--- src/rtl/accum_pkg.sv ---
// Shared types and constant helpers for the saturating block accumulator.
// Saturation limits are built wide here and trimmed to WIDTH at the use site.
package accum_pkg;

  typedef enum logic {
    ACCUM = 1'b0,
    HOLD  = 1'b1
  } state_t;

  localparam int SAT_W = 64;

  // Largest positive w-bit two's complement value, zero-extended to SAT_W.
  function automatic logic [SAT_W-1:0] sat_max(input int w);
    logic [SAT_W-1:0] r;
    r = '0;
    for (int i = 0; i < SAT_W; i++) begin
      if (i < w - 1) r[i] = 1'b1;
    end
    return r;
  endfunction

  // Most negative w-bit two's complement value, zero-extended to SAT_W.
  function automatic logic [SAT_W-1:0] sat_min(input int w);
    logic [SAT_W-1:0] r;
    r = '0;
    for (int i = 0; i < SAT_W; i++) begin
      if (i == w - 1) r[i] = 1'b1;
    end
    return r;
  endfunction

endpackage

--- src/rtl/Increment.sv ---
// Ripple-carry adder with signed overflow flag.
// overflow is the carry into the MSB differing from the carry out of it.
module Increment #(
  parameter int WIDTH = 16
) (
  input  logic [WIDTH-1:0] a,
  input  logic [WIDTH-1:0] b,
  input  logic             cin,
  output logic [WIDTH-1:0] s,
  output logic             overflow
);

  logic [WIDTH:0] c;

  assign c[0] = cin;

  for (genvar i = 0; i < WIDTH; i++) begin : g_bit
    assign s[i]   = a[i] ^ b[i] ^ c[i];
    assign c[i+1] = (a[i] & b[i]) | (c[i] & (a[i] ^ b[i]));
  end

  assign overflow = c[WIDTH] ^ c[WIDTH-1];

endmodule

--- src/rtl/accumulate_dump.sv ---
// Sums COUNT signed samples with saturation, then presents the block total
// until downstream takes it. dbg_state mirrors the FSM register.
//
// Handshakes: a transfer happens on a rising edge where valid && ready are
// both high; valid never depends on ready, and the result is held stable
// while out_valid is high and out_ready is low.
module accumulate_dump
  import accum_pkg::*;
#(
  parameter int WIDTH = 16,
  parameter int COUNT = 8
) (
  input  logic             clk,
  input  logic             rst_n,
  input  logic             clear,
  input  logic             in_valid,
  output logic             in_ready,
  input  logic [WIDTH-1:0] in_data,
  output logic             out_valid,
  input  logic             out_ready,
  output logic [WIDTH-1:0] out_data,
  output logic             out_sat,
  output state_t           dbg_state
);

  localparam int CNT_W = (COUNT > 1) ? $clog2(COUNT) : 1;
  localparam logic [CNT_W-1:0] LAST = CNT_W'(COUNT - 1);
  localparam logic [SAT_W-1:0] MAX_FULL = sat_max(WIDTH);
  localparam logic [SAT_W-1:0] MIN_FULL = sat_min(WIDTH);
  localparam logic [WIDTH-1:0] MAX_POS = MAX_FULL[WIDTH-1:0];
  localparam logic [WIDTH-1:0] MIN_NEG = MIN_FULL[WIDTH-1:0];

  state_t           state_q, state_d;
  logic [WIDTH-1:0] acc_q, acc_d;
  logic [CNT_W-1:0] cnt_q, cnt_d;
  logic             sat_q, sat_d;
  logic [WIDTH-1:0] out_data_q, out_data_d;
  logic             out_sat_q, out_sat_d;

  logic [WIDTH-1:0] sum;
  logic             ovf;
  logic [WIDTH-1:0] sum_next;

  Increment #(.WIDTH(WIDTH)) u_add (
    .a        (acc_q),
    .b        (in_data),
    .cin      (1'b0),
    .s        (sum),
    .overflow (ovf)
  );

  // Overflow direction follows the accumulator sign before the add.
  assign sum_next = ovf ? (acc_q[WIDTH-1] ? MIN_NEG : MAX_POS) : sum;

  always_comb begin
    state_d    = state_q;
    acc_d      = acc_q;
    cnt_d      = cnt_q;
    sat_d      = sat_q;
    out_data_d = out_data_q;
    out_sat_d  = out_sat_q;
    if (clear) begin
      state_d = ACCUM;
      acc_d   = '0;
      cnt_d   = '0;
      sat_d   = 1'b0;
    end else begin
      case (state_q)
        ACCUM: begin
          if (in_valid) begin
            if (cnt_q == LAST) begin
              out_data_d = sum_next;
              out_sat_d  = sat_q | ovf;
              acc_d      = '0;
              cnt_d      = '0;
              sat_d      = 1'b0;
              state_d    = HOLD;
            end else begin
              acc_d = sum_next;
              cnt_d = cnt_q + CNT_W'(1);
              sat_d = sat_q | ovf;
            end
          end
        end
        HOLD: begin
          if (out_ready) state_d = ACCUM;
        end
        default: state_d = ACCUM;
      endcase
    end
  end

  always_ff @(posedge clk or negedge rst_n) begin
    if (!rst_n) begin
      state_q    <= ACCUM;
      acc_q      <= '0;
      cnt_q      <= '0;
      sat_q      <= 1'b0;
      out_data_q <= '0;
      out_sat_q  <= 1'b0;
    end else begin
      state_q    <= state_d;
      acc_q      <= acc_d;
      cnt_q      <= cnt_d;
      sat_q      <= sat_d;
      out_data_q <= out_data_d;
      out_sat_q  <= out_sat_d;
    end
  end

  assign in_ready  = (state_q == ACCUM);
  assign out_valid = (state_q == HOLD);
  assign out_data  = out_data_q;
  assign out_sat   = out_sat_q;
  assign dbg_state = state_q;

endmodule

--- config.mk ---
export PLATFORM = sky130hd
export DESIGN_NAME = accumulate_dump
export DESIGN_NICKNAME = d
export VERILOG_FILES = /design/src/rtl/accum_pkg.sv /design/src/rtl/Increment.sv /design/src/rtl/accumulate_dump.sv
export SDC_FILE = /design/constraint.sdc
export NUM_CORES = 1
export LEC_CHECK = 0
export CORE_AREA = 2 2 71 73
export CTS_CLUSTER_SIZE = 25
export DETAILED_ROUTE_END_ITERATION = 7
export DIE_AREA = 0 0 73 75
export GPL_TIMING_DRIVEN = 1
export PLACE_DENSITY = 0.74
export SETUP_SLACK_MARGIN = 0.05
export SLEW_MARGIN = 25
export SYNTH_ARGS = -nofsm -noshare
export SYNTH_HDL_FRONTEND = slang
export SYNTH_SLANG_ARGS = --single-unit
export TNS_END_PERCENT = 10
--- constraint.sdc ---
create_clock -name clk -period 6.5 [get_ports clk]
set_input_delay 1.3 -clock clk [delete_from_list [all_inputs] [get_ports clk]]
set_output_delay 1.3 -clock clk [all_outputs]
set_load 0.01 [all_outputs]
==> results of run 1 <==
## sequential cells by signal (all words and copies together) (netlist names)
signal / flops
out_sat: 1
acc_q: 16
dbg_state: 1
cnt_q: 3
out_data: 16
sat_q: 1
## worst paths after layout
kind | slack (ps) | end | startpoint
max | -830 | out_data[6] | in_data[0]
max in group asynchronous | 4820 | cnt_q[1] | rst_n
min in group asynchronous | 1120 | acc_q[1] | rst_n
min reg2reg | 500 | sat_q | sat_q
max reg2reg | -160 | out_data[6] | acc_q[0]
min | 500 | sat_q | sat_q
## per-stage QoR
| stage | setup TNS [ps] | power (mW) |
|---|---|---|
| after floorplan | -29190 | 0.491 |
| after global placement | -50380 | 0.553 |
| after detailed placement | -56710 | 0.578 |
| after CTS | -27420 | 0.782 |
| after global routing | -31520 | 0.835 |
| final | -25610 | 0.780 |
## layer usage
| metal | track usage | vias to the layer above | share of wire |
|---|---|---|---|
| met1 | 0.230 | 689 | 0.45 |
| met2 | 0.314 | 34 | 0.50 |
| met3 | 0.0442 | 8 | 0.036 |
| met5 | 0 | - | 0 |
| li1 | - | 616 | - |
| met4 | 0.0700 | 0 | 0.018 |
## area by class of cell
type | count | area share
Multi-Input combinational cell | 82 | 0.389
Inverter | 32 | 0.0429
Tap cell | 54 | 0.0241
Clock buffer | 8 | 0.0393
Sequential cell | 38 | 0.340
Timing Repair Buffer | 47 | 0.165
## what timing repair did
action,CTS,global route
cloned,0,0
gates resized for setup,19,3
hold endpoints to repair,0,0
pin swaps,3,1
endpoints found under the setup margin,34,34
## placed cells by master (no fill, tap or decap)
cell,n
a21oi_2,1
a22o_1,16
a31oi_1,2
buf_2,2
buf_4,4
buf_6,2
buf_8,2
clkbuf_8,8
clkdlybuf4s50_1,36
dfrtp_1,38
dlygate4sd2_1,1
fa_1,1
fa_2,15
ha_1,2
ha_4,1
inv_1,27
inv_2,5
mux2_2,11
mux2_4,9
mux2i_1,12
mux2i_2,2
nand2b_1,1
nor2_1,3
nor3_1,1
nor4b_4,1
nor4bb_4,1
o2bb2ai_1,1
or2_2,1
xnor2_4,1
## power breakdown
part           internal, mW  leakage (nW)  switching [mW]
clock network         0.107        0.0575          0.0844
registers             0.263         0.516          0.0209
logic                 0.161         0.745           0.143
## worst max-delay path: stages
cell,delay (ps)
buf_8,80
ha_4,120
inv_2,30
fa_2,330
fa_2,350
fa_2,350
fa_2,340
fa_2,340
inv_2,70
fa_2,180
fa_2,190
inv_2,40
fa_2,340
fa_2,360
fa_2,350
fa_2,370
fa_2,360
fa_2,340
fa_2,380
fa_2,400
xnor2_4,290
mux2_4,340
mux2_4,260
## logic make-up (layout without fill, tap and decap cells)
family          Yosys count  after routing
simple gates              8              8
xor+xnor                  1              1
fa+ha+maj                19             19
mux                      34             34
buf+inv                  40             87
compound gates           20             20
flops                    38             38
==> results.md, run 1 <==
- The area of the die is between 0.005 and 0.006 mm².
- The clock root buffer is clkbuf_8.
- The run finished, with violations left.
- At the end of routability-driven placement, the weighted congestion stood at just under 0.8.
- The total leakage power is ~1.3 nW.
- Final hold analysis gives a worst-case slack of roughly 500 ps.
- The post-placement setup slack is -1770 ps.
- Of the total synthesized cell area, the portion taken by full adders, half adders and majority gates is 0.167.
- The post-layout utilization of the core is 0.601.
- The share of synthesized area in the top cell type comes to 0.444.
- The final number of hold-violating endpoints is 0.
- In this run, synthesis produced a sequential element count of 38.
- The post-synthesis average cell area is 13.4 µm².
- In this run the count of I/O pins placed on the die edge is ~40.
- The final worst setup slack is -831 ps.
- Sorting the synthesized cells by how often they occur yields dfrtp_1 (38), inv_1 (32), mux2_2 (20).
- The headroom to the max-slew limit is 0.402.
- Of all nets on the critical path, the largest fanout is 5.
- Relative to the synthesized area, the layout overhead comes to 30.7%.
- The share of the Yosys chip area taken by registers is 0.444.
- For the worst flop-to-flop path, the logic depth is 22.
- Of the available clock period, the critical path in the final layout requires 1.13.
- After global routing the overflow that remains totals 0.
- The initial antenna violation count is 0.
- The power per cell area is 279 mW/mm².
- The synthesized netlist net count is 200.
- The initialized floorplan defines 25 standard-cell rows.
- The post-detailed-placement cell area is roughly 0.0026 mm².
- The share of the synthesized area in compound gates (AO/OA/AOI/OAI) was 0.0794.
- After synthesis, the cell types taking the most area are dfrtp_1 (44%), fa_1 (15%), mux2_2 (11%), a22o_1 (6.5%), mux2i_1 (6.5%).
- Static timing analysis puts the maximum clock frequency at 136 MHz.
- For this configuration, the core starts out at a cell density of 0.460.
- The most area-hungry cell type in the Yosys netlist is dfrtp_1.
- The number of filler instances in the final layout is 360.
- STA classifies the critical path endpoint as a flop.
- The total number of H-tree levels is 2.
- Subtracting the final worst setup slack from the clock period gives approximately 7300 ps.
- The first detailed-routing pass ran for 4 iterations.
- The combined flip-flop and latch cell area is 951 µm².
- The area of the multi-input gates is 0.00109 mm².
- The detailed-route vias per instance is just over 5.
- The largest net degree at the start of global routing is 39.
- The post-synthesis instance area is 0.00214 mm².
- The post-CTS repair timing setup buffer count is 0.
- TritonCTS created 5 clock buffers.
- After the last flow step, the layout net total stands at about 250.
- The first-pass GRT wire length is 7.49 mm.
- The data arrival time of the worst path is about 7500 ps.
- By instance count, the leading cell after synthesis is dfrtp_1.
- At the worst endpoint, the required time is approximately 6700 ps.
- Counting instances, the worst hold path has a depth of 1.
- VDD sags by at most 0.138 mV.
- 0 antenna diodes ended up in the layout.
- The number of buffers added to fix hold violations after cts is 0.
- For this block, the initial DRC count from the detailed router was ~120.
- In the global route stage, overall resource usage came out at 0.185.
- Setup repair after global routing could not meet its margin everywhere.
- The clock tree from TritonCTS is yes.
- The total via count after detailed routing is between 1000 and 1500.
- The final routed wirelength across all metal layers is roughly 4.4 mm.
- The clock latency on the worst-skew pair is 290 ps.
- The core region is ~0.0047 mm².
- For this run, design rule violations remaining after detail routing come to 0.
- The post-route clock skew is 3.38 ps.
- The tightest min-delay check is of the flop to flop type.
- The share of the synthesized netlist area taken by xor and xnor gates is 0.0129.
- Input and output buffers added on the ports amount to 40.
- The count of non-filler cells in the finished layout is 261.
- The synthesized design contains 0 enable-type register cells.
- By area, the combinational part of the netlist is dominated by multiplexers.
- The critical path is of the input pin to flop type.
- The nature of the critical path startpoint is an input pin.
- The number of global-route vias before repair is about 1500.
- The longest clock path from root to sink contains 2 buffers.
- Of the cells placed in the final design, the portion with a size suffix greater than 1 is 0.319.
- The simple-gate share of the synthesized area is 0.0362.
- The average wire per cell in the routed design is between 15 and 20 µm.
- The transition time at the pin with the least slew margin is 897 ps.
- Among all flip-flop cells after synthesis, the most frequent one is dfrtp_1.
- The CTS sink count is 38.
- The share of synthesized area spent on multiplexers is 0.171.
- The number of endpoints failing setup at the final stage is 34.
- The antenna violation net count after detailed routing is 0.
- The checks that failed: negative setup slack.
- The total half-perimeter wirelength after legalization and detailed placement is ~3.2 mm.
- The tool flagged a number of max-cap violations equal to 0.
- The max-slew violation count is 0.
- Counting flops with an async set or reset pin after synthesis yields a share of 1.00.
- The die extent in x is 73 µm.
- The number of synthesis warnings is 0.
- In this run, distinct cell masters in the synthesized netlist total 20.
- The number of standard cells after synthesis is 160.
- After clock tree synthesis, the clock-pin slew on the worst setup and hold paths is ~70 ps.
- The number of placed instances, taps included is ~250.
- In this run the vertical extent of the chip is between 70 and 80 µm.
- The design area is about 0.0028 mm².
Note: power is estimated with default switching activity, not from simulation.
==> run 2: changes to the inputs <==
Settings changed: CORE_AREA 2 2 71 73 to 2 2 70 72, CTS_BUF_LIST from default to sky130_fd_sc_hd__clkbuf_8, DIE_AREA 0 0 73 75 to 0 0 72 74, PLACE_DENSITY 0.74 to 0.76.
==> results.md, run 2 (synthesis gave the netlist of run 1 again) <==
- Based on the critical path, the design can be clocked at up to between 100 and 150 MHz.
- The area of the die is ~0.0053 mm².
- The capturing element type of the critical path is a flop.
- The share of the clock period used by the worst path is 1.15.
- The first detailed-routing pass ran for 4 iterations.
- The total via count after detailed routing is 1345.
- For the worst setup path, the data arrival time is approximately 7600 ps.
- The detailed-route vias per instance is approximately 5.2.
- The layout overhead on the synthesized area is 39.4%.
- The design area is approximately 0.003 mm².
- The cell repeated most along the worst path is fa_2.
- The number of endpoints failing setup at the final stage is 34.
- The final number of hold-violating endpoints was 0.
- The critical path runs through a total of 23 cells.
- The classification of the worst setup path is input pin to flop.
- The signal on the critical path passes through clkdlybuf4s50_1 -> inv_1 -> fa_2 -> fa_2 -> fa_2 -> fa_2 -> inv_2 -> fa_2 -> fa_2 -> inv_2 -> fa_2 -> fa_2 -> fa_2 -> fa_2 -> fa_2 -> fa_2 -> fa_2 -> fa_2 -> xnor2_4 -> buf_12 -> buf_12 -> mux2i_4 -> mux2_4.
- The cell family contributing the most delay on the critical path is adder cells.
- The post-route clock skew is about 12 ps.
- The clock transition at the registers of the reported paths is roughly 70 ps.
- The worst-path maximum fanout is 8.
- Data on the critical path is required at its endpoint by between 6000 and 7000 ps.
- Max-cap violations in this run came to 0.
- The clock tree from TritonCTS is yes.
- In this run the worst hold path is classified as flop to flop.
- For the worst flop-to-flop path, the logic depth is 24.
- At the later pin of the worst-skew pair, clock insertion delay measures 290 ps.
- The power per cell area is approximately 310 mW/mm².
- The final routed wirelength across all metal layers is roughly 4.8 mm.
- The die extent in x is around 72 µm.
- The final estimated routing congestion in global placement is between 0.8 and 0.9.
- After legalization and detailed placement, the total HPWL measured about 3.2 mm.
- The post-detailed-placement cell area is about 0.0026 mm².
- The final worst setup slack is -955 ps.
- For the pin with the worst max-slew slack, the measured transition is between 1000 and 1500 ps.
- The max-slew violation count is 0.
- The number of top-level pins is 41.
- In this run the vertical extent of the chip is ~74 µm.
- After detailed routing, the average wire length per cell comes to 18.2 µm.
- The region available for standard cell placement spans roughly 0.0046 mm².
- The total leakage power is roughly 1.3 nW.
- Setup repair after global routing could not meet its margin everywhere.
- The number of cells traversed by the worst hold path is 1.
- The checks that failed: negative setup slack.
- After the first detailed-routing iteration, the DRC count stood at 46.
- For this configuration, the core starts out at a cell density of 0.466.
- In the final layout, the share of cells above drive strength 1 is 0.372.
- The count of buffers added on input and output ports is 40.
- The root buffer cell chosen for the clock tree is clkbuf_8.
- The largest net degree at the start of global routing is 39.
- The number of clock buffers inserted by TritonCTS is 5.
- Measured against its own limit, the worst slew margin works out to 0.226.
- The detail route stage leaves a number of antenna-violating nets equal to 0.
- The run finished, with violations left.
- The buffering stage count on the worst path with inverters included is 6.
- The initialized floorplan defines 25 standard-cell rows.
- The H-tree was split into 2 levels.
- The maximum VDD drop is ~0.13 mV.
- Summing all multi-input logic gate instances after layout gives roughly 0.0013 mm².
- The first-pass GRT wire length is between 7 and 8 mm.
- Leaving out fill and tap cells, the most frequent cell in the layout is dfrtp_1.
- The clock passes through at most 2 buffers.
- After layout, the minimum clock period comes to 7460 ps.
- The CTS sink count is 38.
- The combined flip-flop and latch cell area is ~950 µm².
- The nature of the critical path startpoint is an input pin.
- The library cells used most frequently in the layout, excluding fill and tap cells, are dfrtp_1 (38), clkdlybuf4s50_1 (37), inv_1 (28), mux2_4 (18).
- For this run, the slowest stage of the critical path takes 460 ps.
- Across every metal layer, demand over resource in global routing totals 0.192.
- The net count of the finished layout is around 250.
- The antenna diode count is 0.
- The final worst hold slack is between 500 and 600 ps.
- The initial antenna violation count is 0.
- The filler cells instantiated in the layout total between 300 and 400.
- The post-layout utilization of the core is 0.649.
- The remaining routing DRC violations is 0.
- The number of global-route vias before repair is 1545.
- After global routing the overflow that remains totals 0.
- Among all stages on the critical path, the largest delay is contributed by clkdlybuf4s50_1.
## run 2: cell types whose count changed in the layout (fill, tap and decap cells not counted), sizes merged
cell,before,now
dlygate4sd2,1,0
clkdlybuf4s50,36,37
clkinv,0,2
clkbuf,8,6
buf,10,9
bufinv,0,1
## run 2: layout make-up
type	instances	share of cell area
Timing Repair Buffer	47	0.161
Inverter	32	0.0402
Clock buffer	5	0.0231
Clock inverter	3	0.0134
Sequential cell	38	0.319
Multi-Input combinational cell	82	0.421
Tap cell	54	0.0226
## run 2: what timing repair did
action	4_1_cts	5_1_grt
gates resized for setup	25	27
hold buffers	0	0
setup buffers	0	1
setup endpoints to repair	34	34
hold endpoints to repair	0	0
pin swaps	17	17
## run 2: through the flow
step	cells	worst slack (ps)	setup TNS (ps)	power, mW
3_5_place_dp	252	-1670	-53630	0.575
5_1_grt	261	-1090	-33050	0.981
6_report	261	-955	-28620	0.931
2_1_floorplan	160	-1010	-29190	0.491
3_3_place_gp	252	-1560	-49810	0.556
4_1_cts	260	-1200	-38160	0.826
## run 2: path summary, 6_finish.rpt
check,to,slack [ps],startpoint
worst max-delay path,out_data[10],-960,in_data[2]
worst min-delay path,sat_q,500,sat_q
worst max register to register,out_data[10],-300,acc_q[0]
worst min register to register,sat_q,500,sat_q
max in group asynchronous,out_data[6],4870,rst_n
min in group asynchronous,acc_q[3],1110,rst_n
## run 2: worst register-to-register path, stage by stage, from the launching register on
cell and delay, ps:
dfrtp_1 400, ha_4 140, inv_2 30, fa_2 320, fa_2 350, fa_2 350
fa_2 350, fa_2 340, inv_2 70, fa_2 200, fa_2 190, inv_2 40
fa_2 330, fa_2 340, fa_2 350, fa_2 350, fa_2 370, fa_2 370
fa_2 400, fa_2 450, xnor2_4 150, buf_12 140, buf_12 160, mux2i_4 190
mux2_4 310
## run 2: layer usage
layer  track usage  up-vias  part of all wire  wire length (µm)
met4        0.0629        0             0.011                53
met3        0.0434        6             0.044               208
met1         0.239      678              0.41              1950
met5             0        -                 0                 0
met2         0.336       41              0.53              2540
li1              -      620                 -                 -
## run 2: where the power goes
part | total [mW] | internal, mW | switching (mW) | leakage, nW
Clock | 0.196 | 0.113 | 0.0827 | 0.0579
Combinational | 0.447 | 0.255 | 0.193 | 0.742
Sequential | 0.288 | 0.263 | 0.0250 | 0.516
Total | 0.931 | 0.631 | 0.300 | 1.32
